[config.mk]
export PLATFORM = sky130hd
export DESIGN_NAME = mem_access_stage
export DESIGN_NICKNAME = d
export VERILOG_FILES = /design/src/rtl/mem_access_stage.sv
export SDC_FILE = /design/constraint.sdc
export NUM_CORES = 1
export LEC_CHECK = 0
export CELL_PAD_IN_SITES_DETAIL_PLACEMENT = 0
export CELL_PAD_IN_SITES_GLOBAL_PLACEMENT = 1
export CORE_ASPECT_RATIO = 0.5
export CORE_UTILIZATION = 30
export DETAILED_ROUTE_END_ITERATION = 6
export GPL_TIMING_DRIVEN = 0
export PLACE_DENSITY = 0.82
export SETUP_SLACK_MARGIN = 0.5
export SYNTH_ARGS = -nofsm -noshare
export SYNTH_HDL_FRONTEND = slang
export SYNTH_SLANG_ARGS = --single-unit
[constraint.sdc]
create_clock -name clk -period 2.9 [get_ports clk]
set_input_delay 0.435 -clock clk [delete_from_list [all_inputs] [get_ports clk]]
set_output_delay 0.435 -clock clk [all_outputs]
set_load 0.02 [all_outputs]
[src/rtl/mem_access_stage.sv]
// MIPS memory-access stage: steers bytes onto a req/ack data bus, formats loads,
// and holds the pipeline in a stall while an access is outstanding.
//
// state | meaning
// IDLE  | no access in flight; issues aligned loads/stores, flags misaligned ones
// WAIT  | request on the bus, waiting for dmem_ack or the timeout
// DONE  | one stall-free cycle so MA_WB captures MEMOutM; never issues
module mem_access_stage #(
  parameter int unsigned TIMEOUT_CYCLES = 16,
  parameter int unsigned CNT_W          = 5
) (
  input  logic        clk,
  input  logic        rst,
  input  logic        valid_m,
  input  logic        mem_read_m,
  input  logic        mem_write_m,
  input  logic [1:0]  size_m,
  input  logic        sign_ext_m,
  input  logic [31:0] ALUOutM,
  input  logic [31:0] store_data_m,
  output logic [31:0] MEMOutM,
  output logic        stall_m,
  output logic        addr_err,
  output logic        bus_err,
  output logic        dmem_req,
  output logic        dmem_we,
  output logic [31:0] dmem_addr,
  output logic [3:0]  dmem_be,
  output logic [31:0] dmem_wdata,
  input  logic        dmem_ack,
  input  logic [31:0] dmem_rdata
);

  typedef enum logic [1:0] {
    ST_IDLE = 2'd0,
    ST_WAIT = 2'd1,
    ST_DONE = 2'd2
  } state_t;

  state_t state_q, state_d;

  logic [CNT_W-1:0] cnt_q, cnt_d;
  logic             req_q, req_d;
  logic             we_q, we_d;
  logic [31:0]      addr_q, addr_d;
  logic [3:0]       be_q, be_d;
  logic [31:0]      wdata_q, wdata_d;
  logic [31:0]      memout_q, memout_d;
  logic             bus_err_q, bus_err_d;
  logic [1:0]       lane_q, lane_d;
  logic [1:0]       size_q, size_d;
  logic             sext_q, sext_d;

  logic        access;
  logic        is_half;
  logic        is_word;
  logic        misaligned;
  logic        issue;
  logic        timeout;
  logic [3:0]  be_calc;
  logic [31:0] wdata_calc;
  logic [7:0]  byte_sel;
  logic [15:0] half_sel;
  logic [31:0] load_fmt;

  assign access     = valid_m & (mem_read_m | mem_write_m);
  assign is_half    = (size_m == 2'b01);
  assign is_word    = size_m[1];
  assign misaligned = (is_half & ALUOutM[0]) | (is_word & (ALUOutM[1:0] != 2'b00));
  assign issue      = (state_q == ST_IDLE) & access & ~misaligned;
  assign timeout    = (cnt_q == CNT_W'(TIMEOUT_CYCLES - 1));

  // Byte-lane steering of the outgoing request
  always_comb begin
    be_calc    = 4'b1111;
    wdata_calc = store_data_m;
    case (size_m)
      2'b00: begin
        be_calc    = 4'b0001 << ALUOutM[1:0];
        wdata_calc = {4{store_data_m[7:0]}};
      end
      2'b01: begin
        be_calc    = ALUOutM[1] ? 4'b1100 : 4'b0011;
        wdata_calc = {2{store_data_m[15:0]}};
      end
      default: begin
        be_calc    = 4'b1111;
        wdata_calc = store_data_m;
      end
    endcase
  end

  // Load formatting uses the lane/size captured at issue, not the live inputs
  always_comb begin
    byte_sel = dmem_rdata[7:0];
    case (lane_q)
      2'b00:   byte_sel = dmem_rdata[7:0];
      2'b01:   byte_sel = dmem_rdata[15:8];
      2'b10:   byte_sel = dmem_rdata[23:16];
      default: byte_sel = dmem_rdata[31:24];
    endcase
    half_sel = lane_q[1] ? dmem_rdata[31:16] : dmem_rdata[15:0];
    load_fmt = dmem_rdata;
    case (size_q)
      2'b00:   load_fmt = sext_q ? {{24{byte_sel[7]}}, byte_sel} : {24'b0, byte_sel};
      2'b01:   load_fmt = sext_q ? {{16{half_sel[15]}}, half_sel} : {16'b0, half_sel};
      default: load_fmt = dmem_rdata;
    endcase
  end

  always_ff @(posedge clk or negedge rst) begin
    if (!rst) begin
      state_q <= ST_IDLE;
    end else begin
      state_q <= state_d;
    end
  end

  always_comb begin
    state_d = state_q;
    case (state_q)
      ST_IDLE: if (access && !misaligned) state_d = ST_WAIT;
      ST_WAIT: if (dmem_ack || timeout)   state_d = ST_DONE;
      ST_DONE: state_d = ST_IDLE;
      default: state_d = ST_IDLE;
    endcase
  end

  always_comb begin
    stall_m  = 1'b0;
    addr_err = 1'b0;
    case (state_q)
      ST_IDLE: begin
        stall_m  = access & ~misaligned;
        addr_err = access & misaligned;
      end
      ST_WAIT: stall_m = 1'b1;
      default: begin
        stall_m  = 1'b0;
        addr_err = 1'b0;
      end
    endcase
  end

  always_comb begin
    cnt_d     = cnt_q;
    req_d     = req_q;
    we_d      = we_q;
    addr_d    = addr_q;
    be_d      = be_q;
    wdata_d   = wdata_q;
    memout_d  = memout_q;
    bus_err_d = bus_err_q;
    lane_d    = lane_q;
    size_d    = size_q;
    sext_d    = sext_q;
    case (state_q)
      ST_IDLE: begin
        if (issue) begin
          req_d     = 1'b1;
          we_d      = mem_write_m;
          addr_d    = {ALUOutM[31:2], 2'b00};
          be_d      = be_calc;
          wdata_d   = wdata_calc;
          lane_d    = ALUOutM[1:0];
          size_d    = size_m;
          sext_d    = sign_ext_m;
          cnt_d     = '0;
          bus_err_d = 1'b0;
        end
      end
      ST_WAIT: begin
        // A late ack on the final cycle still wins over the timeout
        if (dmem_ack) begin
          req_d = 1'b0;
          if (!we_q) memout_d = load_fmt;
        end else if (timeout) begin
          req_d     = 1'b0;
          bus_err_d = 1'b1;
          memout_d  = '0;
        end else begin
          cnt_d = cnt_q + CNT_W'(1);
        end
      end
      default: begin
        req_d = 1'b0;
      end
    endcase
  end

  always_ff @(posedge clk or negedge rst) begin
    if (!rst) begin
      cnt_q     <= '0;
      req_q     <= 1'b0;
      we_q      <= 1'b0;
      addr_q    <= '0;
      be_q      <= '0;
      wdata_q   <= '0;
      memout_q  <= '0;
      bus_err_q <= 1'b0;
      lane_q    <= '0;
      size_q    <= '0;
      sext_q    <= 1'b0;
    end else begin
      cnt_q     <= cnt_d;
      req_q     <= req_d;
      we_q      <= we_d;
      addr_q    <= addr_d;
      be_q      <= be_d;
      wdata_q   <= wdata_d;
      memout_q  <= memout_d;
      bus_err_q <= bus_err_d;
      lane_q    <= lane_d;
      size_q    <= size_d;
      sext_q    <= sext_d;
    end
  end

  assign dmem_req   = req_q;
  assign dmem_we    = we_q;
  assign dmem_addr  = addr_q;
  assign dmem_be    = be_q;
  assign dmem_wdata = wdata_q;
  assign MEMOutM    = memout_q;
  assign bus_err    = bus_err_q;

endmodule

==> results of run 1 <==
==> worst max-delay path, stage by stage <==
cell,delay [ns]
clkdlybuf4s50_1,0.53
and2_2,0.28
a211o_1,0.32
a21oi_1,0.16
clkdlybuf4s15_2,0.28
==> cells in the final DEF (no fill, tap or decap), types with 3 or more instances in the layout <==
cell	Yosys	routed
a21oi_1	36	36
or2_2	4	3
clkinv_2	0	7
dfrtp_1	113	112
clkbuf_1	17	16
clkdlybuf4s50_1	0	201
nand2b_1	5	5
nand2_1	27	27
mux2_2	51	51
nand3b_1	6	6
o21ai_0	32	32
mux2i_1	34	34
o2bb2ai_1	14	14
clkbuf_8	0	3
buf_4	2	3
inv_1	9	9
buf_2	10	10
a221oi_1	3	3
clkinvlp_4	0	3
clkbuf_16	0	17
nor3_1	4	4
a221o_1	16	16
nor2_1	25	24
o22ai_1	3	3
buf_1	5	5
a311o_1	6	6
==> sequential cells by signal (all words and copies together), names as in the netlist <==
name        cells
sext_q          1
size_q          2
dmem_be         4
lane_q          2
dmem_wdata     32
dmem_we         1
dmem_req        1
dmem_addr      30
state_q         2
MEMOutM        32
cnt_q           5
bus_err         1
==> repair_timing <==
action / 4_1_cts / 5_1_grt
hold buffers: 1 / 0
gates resized for setup: 13 / 7
endpoints found under the setup margin: 74 / 56
buffers inserted: 0 / 1
cloned: 0 / 0
hold endpoints to repair: 46 / 0
pin swaps: 0 / 1
==> final cells by class <==
cell class,count,area share
buffer,34,0.0185
inverter,9,0.00410
clock inverter,11,0.0106
sequential,113,0.344
tap,227,0.0345
multi-input combinational,300,0.276
clock buffer,21,0.0571
timing repair buffer,209,0.255
==> where the power goes <==
part,internal [mW],total [mW],switching (mW)
Sequential,2.14,2.49,0.351
Clock,1.23,1.96,0.729
Combinational,1.57,3.09,1.52
Total,4.94,7.54,2.60
==> worst paths after layout <==
| path | start | endpoint | slack, ns | depth (start not counted) |
|---|---|---|---|---|
| max | size_m[0] | stall_m | 0.47 | 5 |
| min | cnt_q[4] | cnt_q[4] | 0.49 | 1 |
| max reg2reg | state_q[1] | size_q[0] | 0.64 | 7 |
| min reg2reg | cnt_q[4] | cnt_q[4] | 0.49 | 1 |
| max in group asynchronous | rst | dmem_addr[21] | 1.67 | 3 |
| min in group asynchronous | rst | dmem_we | 0.55 | 2 |
==> through the flow <==
stage          cells   util
4_1_cts          923  0.490
3_3_place_gp     889  0.454
5_1_grt          924  0.491
2_1_floorplan    456      -
6_report         924  0.491
3_5_place_dp     890  0.456
==> layer usage <==
metal | vias to the layer above | share of wire
met2 | 118 | 0.48
met3 | 17 | 0.040
met5 | - | 0
li1 | 2130 | -
met4 | 0 | 0.015
met1 | 2256 | 0.47
==> logic make-up (layout without fill, tap and decap cells) <==
group,after synthesis,count (layout),synth area share
AOI/OAI and AO/OA,121,121,0.159
DFF,113,113,0.538
muxes,87,87,0.180
and+or+nand+nor,86,86,0.0799
buffers and inverters,43,284,0.0345
adders and majority gates,2,2,0.00476
xor gates and xnor gates,2,2,0.00333
other,1,2,0.000713
==> impl_results.md, run 1 <==
- DP Area: 0.00764 mm2
- Ys Warns: 0
- Final Hold Viols: 0
- Final design area excluding fillers: 0.00823 mm2
- Cts bufs inserted: 17
- GRT Total Usage: 0.186
- GP Congestion: 0.809
- Most Crowded Layer GR: met2
- Pwr dens: 916 mW/mm2
- Dpl ws: -0.127 ns
- Share of the synthesized area in the top cell type: 0.538
- Max-slew headroom: 0.481
- Most numerous cell in the Yosys netlist: dfrtp_1
- Crit Path Class: input pin to output pin
- Yosys reg bits: 113
- Core box area: 0.0168 mm2
- Setup repair after global routing missed its margin: true
- Share of flip-flops with an asynchronous set or reset: 1.00
- Critical path arrival: 2.00 ns
- Register area share after synthesis: 0.538
- Filler cells: 1521
- Reg clk slew, reported paths: 0.06 ns
- Prevailing post-synth register cell: dfrtp_1
- Skew-Pair Late Insertion Delay: 0.40 ns
- DIE AREA: 0.0181 mm2
- Remaining Overflow, GRT: 0
- Final setup TNS: 0 ns
- Root buf cell: clkbuf_16
- Synth top area cells: dfrtp_1 54%, mux2_2 11%, mux2i_1 6.5%
- Post-Syn Area: 0.00526 mm2
- IO Pins: 210
- Vias in the first global route: 4436
- Final worst slack: 0.468 ns
- Post-Syn Area per Cell: 11.6 um2
- Area of the multi-input gates: 0.00227 mm2
- Num rows: 33
- Largest net degree at the start of global routing: 64
- DRT Pass-1 Iters: 4
- H-tree depth: 4
- I/O Buffers: 206
- Critical path launch point type: input pin
- Synth cell types: 47
- CTS tree: done
- Hold slack: 0.490 ns
- Worst VDD drop: 0.000487 V
- Die Wd: 189 um
- Ant diodes: 0
- Slew of the pin with the lowest slew margin: 0.779 ns
- Status: complete, no violations
- Max Buffers Root-to-Sink: 2
- Fin nets: 791
- Post-DRT Antenna Nets: 0
- Hold crit path type: flop to flop
- Post-synth EDFFs: 0
- Dpl hpwl: 12400 um
- Required @ worst endpoint: 2.47 ns
- Pwr Total: 7.54 mW
- Worst setup EP type: output pin
- Clk_skew: 0.00528 ns
- Drt drc: 0
- Die height: 95.6 um
- Period Utilization, post-route: 0.839
- Detailed-route via count: 4521
- Met2 Track Usage GR: 0.294
- Clock Sink Count: 113
- Global routing usage on met1: 0.251
- Drt wl/cell: 17.9 um
- Worst-path maximum fanout: 5
- Layout cell share with drive strength beyond 1: 0.161
- Max frequency: 411 MHz
- Final-report max-slew violation count: 0
- Max-cap viol count: 0
- Via-per-instance ratio: 4.89
- Antenna violations before repair: 0
- Cell taking the most area after synthesis: dfrtp_1
- Mapped Cells: 455
- Most frequent cells after synthesis: 113 x dfrtp_1, 51 x mux2_2, 36 x a21oi_1
- Leak Pwr: 3.40 nW
- Final WL: 16500 um
- Met3 global-route usage: 0.0420
- Crit path time final: 2.43 ns
- First-pass GRT wire length: 25500 um
- Final Setup Violations: 0
- Initial Utilization: 0.314
- Area grow syn2layout: 56.5%
- Initial DRC count: 198
- Register area: 0.00283 mm2
Power figures use the tool's default switching activity.
==> run 2: changes to the inputs <==
- PLACE_DENSITY: 0.82 -> 0.85
- clock period: 2.9 -> 1.9 ns (I/O delays scaled with it)
==> run 2 against run 1 <==
Compared with the run above: the flow now finishes with violations (setup timing); first-iteration DRC count rose by 43%; power is 62% higher; clock power grew 64%; sequential power up 56%; critical path depth increased by 2; largest cell class is now multi-input gates; largest power group unchanged; highest routed layer unchanged.
==> impl_results.md, run 2 (synthesis gave the netlist of run 1 again) <==
- Status: complete, but fails checks (was complete, no violations)
- Failing checks: setup timing
- Slew of the pin with the lowest slew margin: 0.688 ns (was 0.779 ns)
- Worst VDD drop: 0.000678 V (was 0.000487 V)
- Post-DRT Antenna Nets: 0 (unchanged)
- Die Wd: 189 um (unchanged)
- DRT Pass-1 Iters: 4 (unchanged)
- Setup repair after global routing missed its margin: true (unchanged)
- Drt wl/cell: 19.4 um (was 17.9 um)
- Clock Power Share: 0.263 (was 0.260)
- Max-cap viol count: 0 (unchanged)
- Crit path largest cell delay: 0.39 ns (was 0.53 ns)
- Pwr Total: 12.2 mW (was 7.54 mW)
- Pwr dens: 1300 mW/mm2 (was 916 mW/mm2)
- Largest net degree at the start of global routing: 94 (was 64)
- Layout cell share with drive strength beyond 1: 0.439 (was 0.161)
- Final Setup Violations: 4 (was 0)
- Sequential share of power: 0.317 (was 0.330)
- WHS Endpoint: lane_q[1] (was cnt_q[4])
- P_sw: 4.43 mW (was 2.60 mW)
- Critical path arrival: 2.26 ns (was 2.00 ns)
- Num rows: 33 (unchanged)
- CTS tree: done (unchanged)
- Met3 global-route usage: 0.0438 (was 0.0420)
- Worst-path maximum fanout: 3 (was 5)
- Hold Startpoint: ALUOutM[1] (was cnt_q[4])
- Period Utilization, post-route: 1.04
- Worst Setup SP: cnt_q[0] (was size_m[0])
- I/O Buffers: 206 (unchanged)
- Commonest non-fill, non-tap cells in the layout: 110 x dfrtp_1, 96 x clkdlybuf4s50_1, 68 x clkbuf_2 (was 201 x clkdlybuf4s50_1, 112 x dfrtp_1, 51 x mux2_2)
- Final WL: 18900 um (was 16500 um)
- IO Pins: 210 (unchanged)
- GRT Total Usage: 0.197 (was 0.186)
- Remaining Overflow, GRT: 0 (unchanged)
- Max frequency: 508 MHz
- H-tree depth: 4 (unchanged)
- Met2 Track Usage GR: 0.330 (was 0.294)
- Required @ worst endpoint: 2.19 ns (was 2.47 ns)
- Combinational fraction of design power: 0.420 (was 0.410)
- Final worst slack: -0.0680 ns (was 0.468 ns)
- Leak Pwr: 4.16 nW (was 3.40 nW)
- Dpl hpwl: 12300 um (was 12400 um)
- Vias in the first global route: 4807 (was 4436)
- Critical path launch point type: flop (was input pin)
- Register area: 0.00283 mm2 (about the same)
- GP Congestion: 0.820 (was 0.809)
- Fin nets: 842 (was 791)
- Internal power: 7.80 mW (was 4.94 mW)
- Area of the multi-input gates: 0.00290 mm2 (was 0.00227 mm2)
- Initial Utilization: 0.314 (unchanged)
- Root buf cell: clkbuf_16 (unchanged)
- Area grow syn2layout: 79.6% (was 56.5%)
- Skew-Pair Late Insertion Delay: 0.42 ns (was 0.40 ns)
- Final Hold Viols: 0 (unchanged)
- Drt drc: 0 (unchanged)
- CP Cell Sequence: ha_2 -> and3_4 -> ha_4 -> nor4b_4 -> or2_0 -> buf_2 -> mux2_4 (was clkdlybuf4s50_1 -> and2_2 -> a211o_1 -> a21oi_1 -> clkdlybuf4s15_2)
- Detailed-route via count: 4808 (was 4521)
- Die height: 95.6 um (unchanged)
- Reg2reg setup slack: -0.07 ns (was 0.64 ns)
- Clk_skew: 0.00851 ns (was 0.00528 ns)
- Dpl ws: -0.900 ns (was -0.127 ns)
- Initial DRC count: 283 (was 198)
- Worst reg2reg path depth: 7 (unchanged)
- R2R Path End: cnt_q[4] (was size_q[0])
- Antenna violations before repair: 0 (unchanged)
- Crit Path Class: flop to flop (was input pin to output pin)
- Cts bufs inserted: 17 (unchanged)
- Worst path slowest cell: dfrtp_1 (was clkdlybuf4s50_1)
- Filler cells: 1372 (was 1521)
- Via-per-instance ratio: 4.93 (was 4.89)
- Global routing usage on met1: 0.262 (was 0.251)
- Clock Sink Count: 113 (unchanged)
- Commonest non-fill, non-tap cell in the layout: dfrtp_1 (was clkdlybuf4s50_1)
- Max Buffers Root-to-Sink: 2 (unchanged)
- Worst setup EP type: flop (was output pin)
- Final-report max-slew violation count: 0 (unchanged)
- Most Crowded Layer GR: met2 (unchanged)
- Reg2reg start: cnt_q[0] (was state_q[1])
- First-pass GRT wire length: 27400 um (was 25500 um)
- Ant diodes: 0 (unchanged)
- Reg clk slew, reported paths: 0.06 ns (about the same)
- Switching share of power: 0.362 (was 0.344)
- Crit path time final: 1.97 ns
- DIE AREA: 0.0181 mm2 (unchanged)
- Cell count after placement: 890 (unchanged)
- Max-slew headroom: 0.541 (was 0.481)
- Finished Layout Cells: 975 (was 924)
- Hold Path Depth: 2 (was 1)
- Hold crit path type: input pin to flop (was flop to flop)
- Core box area: 0.0168 mm2 (unchanged)
## run 2: cell count changes in the layout (fill, tap and decap cells not counted), sizes merged, moves of 3 or more
cell,before,now
clkbuf,39,107
clkdlybuf4s15,1,33
buf,20,74
clkdlybuf4s50,201,96
dlymetal6s2s,0,3
## run 2: metrics by stage
| step | cell area [um2] | setup TNS (ns) | hold slack [ns] | utilization |
|---|---|---|---|---|
| 2_1_floorplan | 5430 | -0.878 | -0.0106 | - |
| 3_3_place_gp | 7770 | -509.83 | 0.484 | 0.464 |
| 3_5_place_dp | 7800 | -69.21 | 0.149 | 0.465 |
| 4_1_cts | 9100 | -0.112 | 0.277 | 0.543 |
| 5_1_grt | 9450 | -1.51 | 0.187 | 0.564 |
| 6_report | 9450 | -0.0728 | 0.192 | 0.564 |
## run 2: worst max path at each step
| stage | endpoint | slack, ns |
|---|---|---|
| floorplan | dmem_addr[10] | -0.02 |
| global placement | MEMOutM[20] | -3.93 |
| detailed placement | dmem_wdata[19] | -0.90 |
| global route | cnt_q[4] | -0.11 |
| finish | cnt_q[4] | -0.07 |
| CTS | stall_m | -0.05 |
## run 2: layout make-up
| cell class | count | share of cell area |
|---|---|---|
| plain buffers | 34 | 0.0396 |
| clock buffers | 20 | 0.0494 |
| clock inverters | 12 | 0.0142 |
| inverters | 9 | 0.00358 |
| multi-input cells | 300 | 0.306 |
| flip-flops and latches | 113 | 0.300 |
| well taps | 227 | 0.0301 |
| repair buffers | 260 | 0.257 |
## run 2: worst max-delay path, delay by kind of cell (launching register included)
kind / cells / cell delay, ns
and+or+nand+nor: 3 / 0.65
DFF: 1 / 0.39
adders and majority gates: 2 / 0.37
muxes: 1 / 0.29
buffers and inverters: 1 / 0.14
## run 2: layer usage
layer,part of all wire,up-vias
li1,-,2237
met1,0.46,2444
met2,0.49,106
met3,0.037,21
met4,0.013,0
met5,0,-
## run 2: repair_timing
| action | in CTS | in global routing |
|---|---|---|
| setup endpoints to repair | 215 | 184 |
| gates resized for setup | 345 | 178 |
| endpoints found under the hold margin | 20 | 0 |
| cloned | 3 | 8 |
| buffers inserted | 27 | 14 |
| hold buffers | 1 | 0 |
| pin swaps | 19 | 16 |
## run 2: power groups by stage
stage	sequential [mW]	clock, mW	combinational (mW)
4_1_cts	3.82	3.25	4.95
2_1_floorplan	4.75	0	1.52
6_report	3.88	3.22	5.14
5_1_grt	3.99	3.36	5.44
3_3_place_gp	3.82	0	4.78
3_5_place_dp	3.82	0	4.84
==> run 3: changes to the inputs <==
- clock period: 1.9 -> 1.7 ns (I/O delays scaled with it)
==> run 3 against run 2 <==
Compared with the run above: critical endpoint is now dmem_addr[22]; first-iteration DRC count rose by 3.5%; die area is the same; core utilization rose by 4.6 points; sequential power is 15% higher; routed wire length rose by 6.8%; the run still ends with setup timing left; clock power up 19%; clock skew is 0.00052 ns lower.
==> impl_results.md, run 3 (synthesis gave the netlist of run 1 again) <==
- Status: complete, but fails checks (unchanged)
- Failing checks: setup timing (unchanged)
- Post-DRT Antenna Nets: 0 (unchanged)
- GP Congestion: 0.807 (was 0.820)
- DRT Pass-1 Iters: 4 (unchanged)
- CP Cell Sequence: or2_4 -> buf_8 -> a2111oi_4 -> buf_4 -> buf_12 -> clkbuf_16 -> mux2_4 (was ha_2 -> and3_4 -> ha_4 -> nor4b_4 -> or2_0 -> buf_2 -> mux2_4)
- Commonest non-fill, non-tap cell in the layout: buf_6 (was dfrtp_1)
- Commonest non-fill, non-tap cells in the layout: 118 x buf_6, 110 x dfrtp_1, 96 x clkdlybuf4s50_1 (was 110 x dfrtp_1, 96 x clkdlybuf4s50_1, 68 x clkbuf_2)
- Fin nets: 888 (was 842)
- Pwr dens: 1540 mW/mm2 (was 1300 mW/mm2)
- P_sw: 5.32 mW (was 4.43 mW)
- Final setup TNS: -16.19 ns (was -0.0728 ns)
- Critical path arrival: 2.23 ns (was 2.26 ns)
- Clk_skew: 0.00799 ns (was 0.00851 ns)
- Final design area excluding fillers: 0.0102 mm2 (was 0.00945 mm2)
- Hold crit path type: input pin to flop (unchanged)
- Max Buffers Root-to-Sink: 2 (unchanged)
- Final worst slack: -0.235 ns (was -0.0680 ns)
- Vias in the first global route: 4675 (was 4807)
- Final Hold Viols: 0 (unchanged)
- IO Pins: 210 (unchanged)
- Worst path slowest cell: dfrtp_1 (unchanged)
- Crit Path Class: flop to flop (unchanged)
- Detailed-route via count: 5152 (was 4808)
- Area grow syn2layout: 94.4% (was 79.6%)
- Worst reg2reg path depth: 7 (unchanged)
- Hold slack: 0.108 ns (was 0.192 ns)
- Required @ worst endpoint: 2.00 ns (was 2.19 ns)
- I/O Buffers: 206 (unchanged)
- Die Wd: 189 um (unchanged)
- Drt wl/cell: 19.8 um (was 19.4 um)
- Hold Path Depth: 2 (unchanged)
- Final WL: 20200 um (was 18900 um)
- Initial Utilization: 0.314 (unchanged)
- Num rows: 33 (unchanged)
- Root buf cell: clkbuf_16 (unchanged)
- Die height: 95.6 um (unchanged)
- CTS tree: done (unchanged)
- Critical path launch point type: flop (unchanged)
- Antenna violations before repair: 0 (unchanged)
- Worst VDD drop: 0.000798 V (was 0.000678 V)
- Leak Pwr: 4.57 nW (was 4.16 nW)
- Largest net degree at the start of global routing: 92 (was 94)
- Dpl hpwl: 12300 um (about the same)
- Core box area: 0.0168 mm2 (unchanged)
- Max frequency: 517 MHz (was 508 MHz)
- Cts bufs inserted: 17 (unchanged)
- Skew-Pair Late Insertion Delay: 0.42 ns (about the same)
- DP Area: 0.00780 mm2 (about the same)
- Final Setup Violations: 108 (was 4)
- Slew of the pin with the lowest slew margin: 0.521 ns (was 0.688 ns)
- H-tree depth: 4 (unchanged)
- Drt drc: 0 (unchanged)
- Filler cells: 1240 (was 1372)
- Max-cap viol count: 0 (unchanged)
- Ant diodes: 0 (unchanged)
- Worst setup EP type: flop (unchanged)
- Worst-path maximum fanout: 6 (was 3)
- Clock Power Share: 0.244 (was 0.263)
- Reg2reg setup slack: -0.23 ns (was -0.07 ns)
- Layout cell share with drive strength beyond 1: 0.497 (was 0.439)
- Switching share of power: 0.338 (was 0.362)
- Via-per-instance ratio: 5.05 (was 4.93)
- Crit path time final: 1.93 ns (was 1.97 ns)
- GRT Total Usage: 0.194 (was 0.197)
- Crit path largest cell delay: 0.40 ns (was 0.39 ns)
- Period Utilization, post-route: 1.14 (was 1.04)
- Sequential share of power: 0.284 (was 0.317)
- Clock Sink Count: 113 (unchanged)
- Reg clk slew, reported paths: 0.06 ns (about the same)
- Final-report max-slew violation count: 0 (unchanged)
- DIE AREA: 0.0181 mm2 (unchanged)
- Initial DRC count: 293 (was 283)
- Combinational fraction of design power: 0.472 (was 0.420)
- Max-slew headroom: 0.653 (was 0.541)
- Internal power: 10.4 mW (was 7.80 mW)
- Remaining Overflow, GRT: 0 (unchanged)
- First-pass GRT wire length: 26600 um (was 27400 um)
- Setup repair after global routing missed its margin: true (unchanged)
==> run 3: cell count changes in the layout (fill, tap and decap cells not counted), sizes merged <==
cell / change
bufinv: +2
buf: +148
clkbuf: -68
clkinvlp: -2
clkinv: -2
clkdlybuf4s15: -33
==> run 3: power groups by stage <==
stage | combinational, mW | clock, mW | sequential, mW
finish | 7.44 | 3.84 | 4.47
global route | 7.80 | 4.01 | 4.57
CTS | 5.92 | 3.88 | 4.33
detailed placement | 5.41 | 0 | 4.29
global placement | 5.34 | 0 | 4.26
floorplan | 1.70 | 0 | 5.30
==> run 3: worst max-delay path: cells and delay by family, from the launching register on <==
kind | cells | cell delay (ns)
buffers and inverters | 4 | 0.61
flip-flops | 1 | 0.40
multiplexers | 1 | 0.30
AND/OR/NAND/NOR | 1 | 0.26
AO/OA/AOI/OAI | 1 | 0.26
==> run 3: layout make-up <==
| cell class | count | area (um2) | share of cell area |
|---|---|---|---|
| repair buffers | 306 | 3180 | 0.311 |
| inverters | 9 | 33.8 | 0.00330 |
| multi-input cells | 300 | 2920 | 0.285 |
| plain buffers | 34 | 357 | 0.0349 |
| well taps | 227 | 284 | 0.0278 |
| flip-flops and latches | 113 | 2830 | 0.277 |
| clock inverters | 10 | 158 | 0.0154 |
| clock buffers | 21 | 470 | 0.0460 |
==> run 3: repair_timing <==
action                     in CTS  in global routing
pin swaps                      15                 23
hold buffers                    1                  0
setup buffers                  36                 53
gates resized for setup       408                399
hold endpoints to repair       22                  0
cloned                          1                  8
setup endpoints to repair     216                216
==> run 3: path summary, 6_finish.rpt <==
kind,from,end
worst max-delay path,state_q[0],dmem_addr[22]
worst min-delay path,ALUOutM[1],lane_q[1]
worst max register to register,state_q[0],dmem_addr[22]
worst min register to register,dmem_addr[20],dmem_addr[20]
max in group asynchronous,rst,state_q[1]
min in group asynchronous,rst,dmem_wdata[23]
==> run 3: through the flow <==
stage	power (mW)	setup WS [ns]	util	std cells
after floorplan	7.00	-0.217	-	456
after global placement	9.60	-4.17	0.464	889
after detailed placement	9.70	-1.08	0.465	890
after CTS	14.1	-0.234	0.533	959
after global routing	16.4	-0.287	0.610	1020
final	15.8	-0.235	0.610	1020
==> run 3: metal layers <==
| layer | GRT usage | wire length [um] | share of wire | up-vias |
|---|---|---|---|---|
| met4 | 0.0645 | 465 | 0.023 | 0 |
| met1 | 0.254 | 8760 | 0.43 | 2622 |
| met3 | 0.0449 | 941 | 0.047 | 38 |
| met5 | 0 | 0 | 0 | - |
| li1 | - | - | - | 2318 |
| met2 | 0.321 | 10000 | 0.50 | 174 |
